File: src/rtl/addsub_arbiter_pkg.sv
// Shared types and widths for the two-requester add/subtract arbiter.
package addsub_arbiter_pkg;

    localparam int unsigned DATA_W = 8;
    localparam int unsigned ID_W   = 1;

    typedef enum logic [1:0] {
        IDLE = 2'd0,
        EXEC = 2'd1,
        RESP = 2'd2
    } state_t;

    // Operation captured from the granted requester
    typedef struct packed {
        logic [DATA_W-1:0] a;
        logic [DATA_W-1:0] b;
        logic              op;
        logic [ID_W-1:0]   id;
    } op_req_t;

endpackage

File: src/rtl/addsub_arbiter_addsub.sv
// Shared 8-bit adder/subtractor: sum = A + (B ^ {op}) + op, cout reports carry (add) or borrow (sub).
module adder_subtractor_8bit
    import addsub_arbiter_pkg::*;
(
    input  logic [DATA_W-1:0] a,
    input  logic [DATA_W-1:0] b,
    input  logic              op,
    output logic [DATA_W-1:0] sum,
    output logic              cout
);

    localparam int unsigned SUM_W = DATA_W + 1;

    logic [DATA_W-1:0] b_eff;
    logic [SUM_W-1:0]  total;

    always_comb begin
        b_eff = b ^ {DATA_W{op}};
        total = SUM_W'(a) + SUM_W'(b_eff) + SUM_W'(op);
        sum   = total[DATA_W-1:0];
        cout  = total[DATA_W] ^ op;
    end

endmodule

File: src/rtl/addsub_arbiter.sv
// Two-requester arbiter in front of one shared add/subtract datapath (IDLE -> EXEC -> RESP).
// Define ADDSUB_ARB_OVF_EN to add the registered signed-overflow output rsp_ovf.
module addsub_arbiter
    import addsub_arbiter_pkg::*;
#(
    parameter int unsigned PRIO_FIXED = 0
) (
    input  logic              clk,
    input  logic              rst,
    input  logic              req0_valid,
    input  logic              req1_valid,
    input  logic [DATA_W-1:0] req0_a,
    input  logic [DATA_W-1:0] req0_b,
    input  logic [DATA_W-1:0] req1_a,
    input  logic [DATA_W-1:0] req1_b,
    input  logic              req0_op,
    input  logic              req1_op,
    output logic              req0_ready,
    output logic              req1_ready,
    output logic              rsp_valid,
    input  logic              rsp_ready,
    output logic [DATA_W-1:0] rsp_sum,
    output logic              rsp_cout,
`ifdef ADDSUB_ARB_OVF_EN
    output logic              rsp_ovf,
`endif
    output logic [ID_W-1:0]   rsp_id
);

    state_t            state;
    state_t            next_state;
    logic [ID_W-1:0]   last_grant;
    logic [ID_W-1:0]   grant_id;
    logic              accept;
    op_req_t           sel;
    op_req_t           held;
    logic [DATA_W-1:0] alu_sum;
    logic              alu_cout;

    always_ff @(posedge clk or posedge rst) begin
        if (rst) begin
            state <= IDLE;
        end else begin
            state <= next_state;
        end
    end

    // Grant selection is combinational so the winner sees ready in the same cycle
    always_comb begin
        next_state = state;
        accept     = 1'b0;
        grant_id   = '0;
        req0_ready = 1'b0;
        req1_ready = 1'b0;
        case (state)
            IDLE: begin
                if (!rst && (req0_valid || req1_valid)) begin
                    accept = 1'b1;
                    if (req0_valid && req1_valid) begin
                        grant_id = (PRIO_FIXED != 0) ? ID_W'(0) : ~last_grant;
                    end else begin
                        grant_id = req1_valid ? ID_W'(1) : ID_W'(0);
                    end
                    req0_ready = (grant_id == ID_W'(0));
                    req1_ready = (grant_id == ID_W'(1));
                    next_state = EXEC;
                end
            end
            EXEC: next_state = RESP;
            RESP: begin
                if (rsp_ready) begin
                    next_state = IDLE;
                end
            end
            default: next_state = IDLE;
        endcase
    end

    always_comb begin
        if (grant_id == ID_W'(1)) begin
            sel = '{a: req1_a, b: req1_b, op: req1_op, id: ID_W'(1)};
        end else begin
            sel = '{a: req0_a, b: req0_b, op: req0_op, id: ID_W'(0)};
        end
    end

    adder_subtractor_8bit u_alu (
        .a    (held.a),
        .b    (held.b),
        .op   (held.op),
        .sum  (alu_sum),
        .cout (alu_cout)
    );

    // Operand capture, grant pointer and response registers
    always_ff @(posedge clk or posedge rst) begin
        if (rst) begin
            last_grant <= ID_W'(1);
            held       <= '0;
            rsp_valid  <= 1'b0;
            rsp_sum    <= '0;
            rsp_cout   <= 1'b0;
            rsp_id     <= '0;
        end else begin
            if (accept) begin
                held       <= sel;
                last_grant <= grant_id;
            end
            if (state == EXEC) begin
                rsp_valid <= 1'b1;
                rsp_sum   <= alu_sum;
                rsp_cout  <= alu_cout;
                rsp_id    <= held.id;
            end else if (state == RESP && rsp_ready) begin
                rsp_valid <= 1'b0;
            end
        end
    end

`ifdef ADDSUB_ARB_OVF_EN
    // Signed overflow: operands of equal sign producing a result of the other sign
    logic ovf_c;
    assign ovf_c = (held.a[DATA_W-1] == (held.b[DATA_W-1] ^ held.op)) &&
                   (alu_sum[DATA_W-1] != held.a[DATA_W-1]);

    always_ff @(posedge clk or posedge rst) begin
        if (rst) begin
            rsp_ovf <= 1'b0;
        end else if (state == EXEC) begin
            rsp_ovf <= ovf_c;
        end
    end
`endif

endmodule
File: config.mk
export PLATFORM = sky130hd
export DESIGN_NAME = addsub_arbiter
export DESIGN_NICKNAME = d
export VERILOG_FILES = /design/src/rtl/addsub_arbiter_pkg.sv /design/src/rtl/addsub_arbiter_addsub.sv /design/src/rtl/addsub_arbiter.sv
export SDC_FILE = /design/constraint.sdc
export NUM_CORES = 1
export LEC_CHECK = 0
export ABC_AREA = 1
export ABC_CLOCK_PERIOD_IN_PS = 6400
export CAP_MARGIN = 15
export CORE_UTILIZATION = 51
export CTS_BUF_LIST = sky130_fd_sc_hd__clkbuf_16
export DETAILED_ROUTE_END_ITERATION = 12
export PLACE_DENSITY = 0.83
export SLEW_MARGIN = 5
export SYNTH_ARGS = -nofsm -noshare
export SYNTH_HDL_FRONTEND = slang
export SYNTH_SLANG_ARGS = --single-unit
export TNS_END_PERCENT = 30
File: constraint.sdc
create_clock -name clk -period 6.4 [get_ports clk]
set_input_delay 0.96 -clock clk [delete_from_list [all_inputs] [get_ports clk]]
set_output_delay 0.96 -clock clk [all_outputs]
set_load 0.01 [all_outputs]
# Word level (Yosys, flattened, before mapping)
# Index checks and enable logic that the tools add are counted.
# W data, S select, Z words.
# totals
word_cells	44
latchBits	0
out_inout_bits	13
register_bits	32
inputBits	39
memories	0
ram_bits	0
rom_bits	0
# classes
mux	16
n_addsub	2
eq_ne	4
shifts	0
bitwise	4
n_lt_le_gt_ge	0
div	0
mul	0
reduce_logical	8
# ops
operator	n
$mux W18	1
$mux W1	12
$add A8 B8 Y9	1
$add A9 B1 Y9	1
$xor A8 B8 Y8	1
$pmux W2 S3	1
$mux W2	2
$ne A2 B2 Y1 const B	2
$logic_and A1 B1 Y1	3
$eq A2 B1 Y1 const B	1
$eq A2 B2 Y1 const B	1
$logic_not A2 Y1	1
$not A1 Y1	2
$reduce_and A2 Y1	1
$reduce_bool A2 Y1	1
$logic_not A1 Y1	1
$logic_or A1 B1 Y1	1
$xor A1 B1 Y1	1

# Depth between registers and ports, before layout
# depth
word_depth	7
mapped_depth	12
depth_no_buf	11

# By module
# A second synthesis with hierarchy kept.
# hier_totals
hier_cells	239
area_unflattened_um2	2042.0
# by_module_without_submodules
module	cells_per_inst	seq_area_each_um2	n_inst	area_each_um2
addsub_arbiter	163	802.0	1	1576.5
adder_subtractor_8bit	76	0.0	1	465.4

# Worst setup path after synthesis
# No wires, ideal clock.
# synth_path
path_kind	input port to output port
startpoint	input port rst
endpoint	output port req0_ready
path_slack_ns	2.940
path_buffers	1
cell_stages	6
required_ns	5.440
arrival_ns	2.500
path_cell_list	inv_1 > o21ai_2 > nor2_8 > inv_6 > a21oi_4 > buf_6
# synth_via
elab_chain_cells	4
# synth_rtl
item	line_no	source
from (decl)	addsub_arbiter.sv:9	input logic rst,
$logic_not A1 Y1 (no source line)	-	
$logic_and A1 B1 Y1	addsub_arbiter.sv:57	if (!rst && (req0_valid || req1_valid)) begin
$mux W1	addsub_arbiter.sv:57	
$mux W1	addsub_arbiter.sv:55	case (state)
to (decl)	addsub_arbiter.sv:18	output logic req0_ready,
# No other way between the ends.

# Final worst setup path
# Same ends and word-level chain as after synthesis.

==> results.cfg <==
[place]
io_buffers = 51
place.gp.congestion = 0.769
hpwl_um = 2730
place_inst = 319
preCtsSetupSlack_ns = 2.09

[outcome]
status = completed

[worst_setup_path]
crit_fanout = 33
reg2reg_from = held[1]
crit-reg2reg-capture = rsp_cout
arrival_ns = 3.32
crit_required_ns = 5.44
worstSetupEndpointType = primary output
r2r_slack_ns = 4.49
r2r_cells = 8
crit_path_start = rst
worst_setup_path_start_kind = primary input
path_class = primary input to primary output
critPathCapture = req0_ready

[die]
core_sq_um = 3420
io_pins = 52
initial_core_util = 0.543
die_h_um = 62.3
row_count = 21
fp.dieW_um = 62.3
fp.dieArea_sq_um = 3880

[timing]
rsz0062_at_grt = false
finClkSkew_ns = 0.00257
fin_tns_setup_ns = 0
max_slew_margin = 0.625
fin_ws_ns = 2.12
setup_viol = 0
fin_crit_sh = 0.669
min_period_ns = 4.28
max_freq_mhz = 234
hold_violations = 0
finalMaxSlewViolations = 0
worst_pin_slew_ns = 0.562

[routing]
drt_iter0_drc = 87
wl_met3_um = 166
drc = 0
via_per_inst = 4.83
wl_met2_um = 1760
wl_met1_um = 1630
routedWlPerCell_um = 11.1
top_layer = met4
route.vias.total = 1581
dr.pass1.iters = 4
drt-total-wl_um = 3630
ant_nets = 0

[power]
ir_drop_mv = 0.273
leakagePower_nw = 1.29
p_per_area_nw_per_um2 = 495

[synth]
synth_enable_flop_cells = 0
synth-xor-area-share = 0.0425
synth_top_family_by_area = simple AND/OR/NAND/NOR gates
synth_fp_nets = 273
synth.avg_cell_area_sq_um = 8.21
synth_area_sq_um = 1860
yosys_most_used_dff = dfrtp_1
synthSimpleGateAreaFrac = 0.341
yosysWarnings = 0
synth_seq_area_share = 0.432
ys_types = 30
yosys.area_share.adder = 0.0580
syn_inst = 226
synth_mux_area_frac = 0
ys_ff_latch = 32
synth-async-reset-ratio = 1.00
synth_compound_area_frac = 0.0614

[worst_hold_path]
hold_class = flip-flop to flip-flop

[layout]
antenna_cells = 0
final_common_cell = nand2_1
final_util = 0.751
finish.net_count = 327
area_delta_synth_final_pct = 38.3
drive_gt1_frac = 0.125
most-common-layout-cells = 90 x nand2_1, 51 x clkdlybuf4s50_1, 31 x dfrtp_1
final_cells = 327

[clocking]
clock_latency_ns = 0.27
clock_path_buffers = 2
path_clk_slew_ns = 0.05
cts_resized = 0
cts_buffers = 5
clkSinkCount = 32
clockRootBuffer = clkbuf_16
hold_buffers = 0
htree_levels = 2
cts_tree = yes
post_cts_buffers = 0

[global_route]
grt_pass1_vias = 1541
grt_start_max_net_pins = 34
overflow = 0
grt_first_pass_wirelength_um = 6560
grt_antenna_before_repair = 0
grtUsageTotal = 0.214

[run]
maxCapViolations = 0
==> worst max-delay path: stages <==
cell             delay (ns)
clkdlybuf4s50_1        0.40
inv_1                  0.05
buf_4                  0.35
o21ai_2                0.17
nor2_8                 0.17
inv_6                  0.10
a21oi_4                0.46
clkdlybuf4s50_1        0.64
==> synth_stat cells, types with 2 or more instances <==
library cell  number  area, sq um
nand3_1           16         80.1
nand3_2            9         90.1
a21oi_1            4         20.0
dfrtp_1           31          776
buf_2              2         10.0
inv_1             19         71.3
o211ai_1           2         15.0
nor2_1             4         15.0
nand2_2            9         56.3
xor2_1             7         61.3
nor2_8             2         40.0
o21ai_0            7         35.0
nand2_1           90          338
xnor2_1            2         17.5
ha_1               7         87.6
==> metrics by stage <==
step | power (W) | hold slack [ns] | area, sq um
final | 0.00127 | 0.465 | 2570
after global routing | 0.00139 | 0.489 | 2570
after CTS | 0.00128 | 0.472 | 2570
after detailed placement | 0.00100 | 0.459 | 2400
after global placement | 0.000981 | 0.453 | 2400
after floorplan | 0.000821 | 0.447 | 1860
==> power by group <==
part	internal [W]	total (W)	switching, W
clock network	0.000182	0.000264	0.0000814
registers	0.000294	0.000362	0.0000676
logic	0.000296	0.000644	0.000347
==> layout make-up <==
type | count | area [sq um]
clock buffers | 5 | 125
fillers | 259 | 850
inverters | 22 | 87.6
multi-input cells | 167 | 933
clock inverters | 3 | 42.5
well taps | 46 | 57.6
repair buffers | 52 | 518
flip-flops and latches | 32 | 802
==> logic make-up after synthesis <==
logic type	Yosys count
and+or+nand+nor	132
adders and majority gates	8
AOI/OAI and AO/OA	18
xor gates and xnor gates	9
buffers and inverters	27
DFF	32
==> metal layers <==
metal | global-route usage | up-vias
met3 | 0.0460 | 7
met5 | 0 | -
li1 | - | 819
met4 | 0.0872 | 0
met2 | 0.372 | 56
met1 | 0.257 | 699
==> sequential cells by signal, summed over array words and instances (netlist names) <==
register	count
held	18
last_grant	1
rsp_cout	1
rsp_id	1
rsp_sum	8
rsp_valid	1
state	2
==> how the worst min path moves through the flow <==
stage	to	depth (start not counted)	from
floorplan	last_grant	2	last_grant
global placement	rsp_sum[1]	2	rsp_sum[1]
detailed placement	rsp_sum[1]	2	rsp_sum[1]
CTS	rsp_sum[1]	2	rsp_sum[1]
global route	rsp_cout	2	rsp_cout
finish	rsp_sum[1]	2	rsp_sum[1]
Power figures use the tool's default switching activity.
==> RTL edit, RTL diff (same flow settings) <==
Encoding of `state_t`: now one-hot (3 bits for 3 states).
--- a/src/rtl/addsub_arbiter_pkg.sv
+++ b/src/rtl/addsub_arbiter_pkg.sv
@@ -5,8 +5,8 @@
     localparam int unsigned ID_W   = 1;
 
-    typedef enum logic [1:0] {
-        IDLE = 2'd0,
-        EXEC = 2'd1,
-        RESP = 2'd2
+    typedef enum logic [2:0] {
+        IDLE = 3'b001,
+        EXEC = 3'b010,
+        RESP = 3'b100
     } state_t;
 
Function: no difference found for any inputs over 10 cycles, from zero or initial values and one cycle with rst high; not proved beyond that.
==> RTL edit against the unedited design <==
  * Worst setup slack got worse by 0.098 ns
  * Power increased by 1.5%
  * Cell count decreased by 3.1%
  * Final area decreased by 3.0%
  * Area after synthesis decreased by 0.94%
  * First-iteration DRC count decreased by 30%
  * Hold slack improved by 0.013 ns
  * Sequential cell count increased by 1
  * Register-to-register slack got worse by 0.04 ns
  * Global-route usage increased by 0.89 points
  * Routed wire length increased by 3.8%
  * Sequential power increased by 5.8%
  * Critical path type unchanged
  * Largest power group unchanged
==> RTL edit: results (changes against the unedited design) <==
| Metric | Value |
|---|---|
| Status | `completed` |
| HPWL Detailed | `2.714 mm (-0.40%)` |
| Top post-synthesis cells by count | `83 x nand2_1, 31 x dfrtp_1, 23 x inv_1` |
| VDD IR max | `0.0002659 V (-2.6%)` |
| Max Fanout on Critical Path | `34 (+3.0%)` |
| Clk pwr share | `17.3% (-3.5 points)` |
| Initial DRC count | `61 (-30%)` |
| Clk sinks | `33 (+3.1%)` |
| R2R setup slack | `4.45 ns (-0.04 ns)` |
| First-pass GRT wire length | `6.134 mm (-6.5%)` |
| Clock skew | `0.003550 ns (+0.0009811 ns)` |
| Layout clock area frac | `5.729% (-0.80 points)` |
| Fill cells | `253 (-2.3%)` |
| Post-layout nets | `317 (-3.1%)` |
| Vias in the first global route | `1473 (-4.4%)` |
| Ratio of cells with drive above 1 in the final layout | `6.642% (-5.8 points)` |
| Largest regs | `held (18), rsp_sum (8), state (3)` |
| Sequential cell area share | `33.27% (+2.0 points)` |
| Complex-gate fraction of the synthesized area | `10.48% (+4.3 points)` |
| Comb pwr | `682 uW (+5.9%)` |
| Inverter count | `24 (+9.1%)` |
| Placer Congestion | `0.8084 (+5.1%)` |
| XOR/XNOR share of the synthesized area | `5.242% (+0.99 points)` |
| Fraction of area in multi-input gates | `34.27% (-2.1 points)` |
| Global-route usage over all layers | `22.32% (+0.89 points)` |
| Avg Vias per Cell | `4.962 (+2.6%)` |
| Post-synthesis adder-cell area fraction | `5.854% (+0.055 points)` |
## RTL edit: cell count changes in the layout (fill, tap and decap cells not counted), sizes merged, moves of 3 or more
cell   delta
nand2    -15
a22oi    +12
nand3    -12
inv       +3
## RTL edit: per-layer routing
layer	share of wire, %	global-route usage, %	up-vias	wire length (microns)
met3	3.1	5.797	7	117
met1	42	26.26	720	1598
met5	0	0	-	0
li1	-	-	803	-
met2	52	39.36	43	1951
met4	2.6	7.619	0	97
## RTL edit: logic make-up after synthesis
family,after synthesis
XOR/XNOR,11
buffers and inverters,31
AO/OA/AOI/OAI,30
AND/OR/NAND/NOR,105
adder cells (fa/ha/maj),8
flip-flops,33
## RTL edit: metrics by stage
step	util (%)	total power, uW	setup slack, ns	instance area, sq um	instances
3_5_place_dp	69.25	1056	1.989	2347	309
6_report	73.46	1288	2.020	2490	317
5_1_grt	73.46	1417	1.818	2490	317
4_1_cts	73.46	1289	1.970	2490	317
3_3_place_gp	69.25	1035	2.010	2347	309
2_1_floorplan	-	883.2	2.961	1838	218
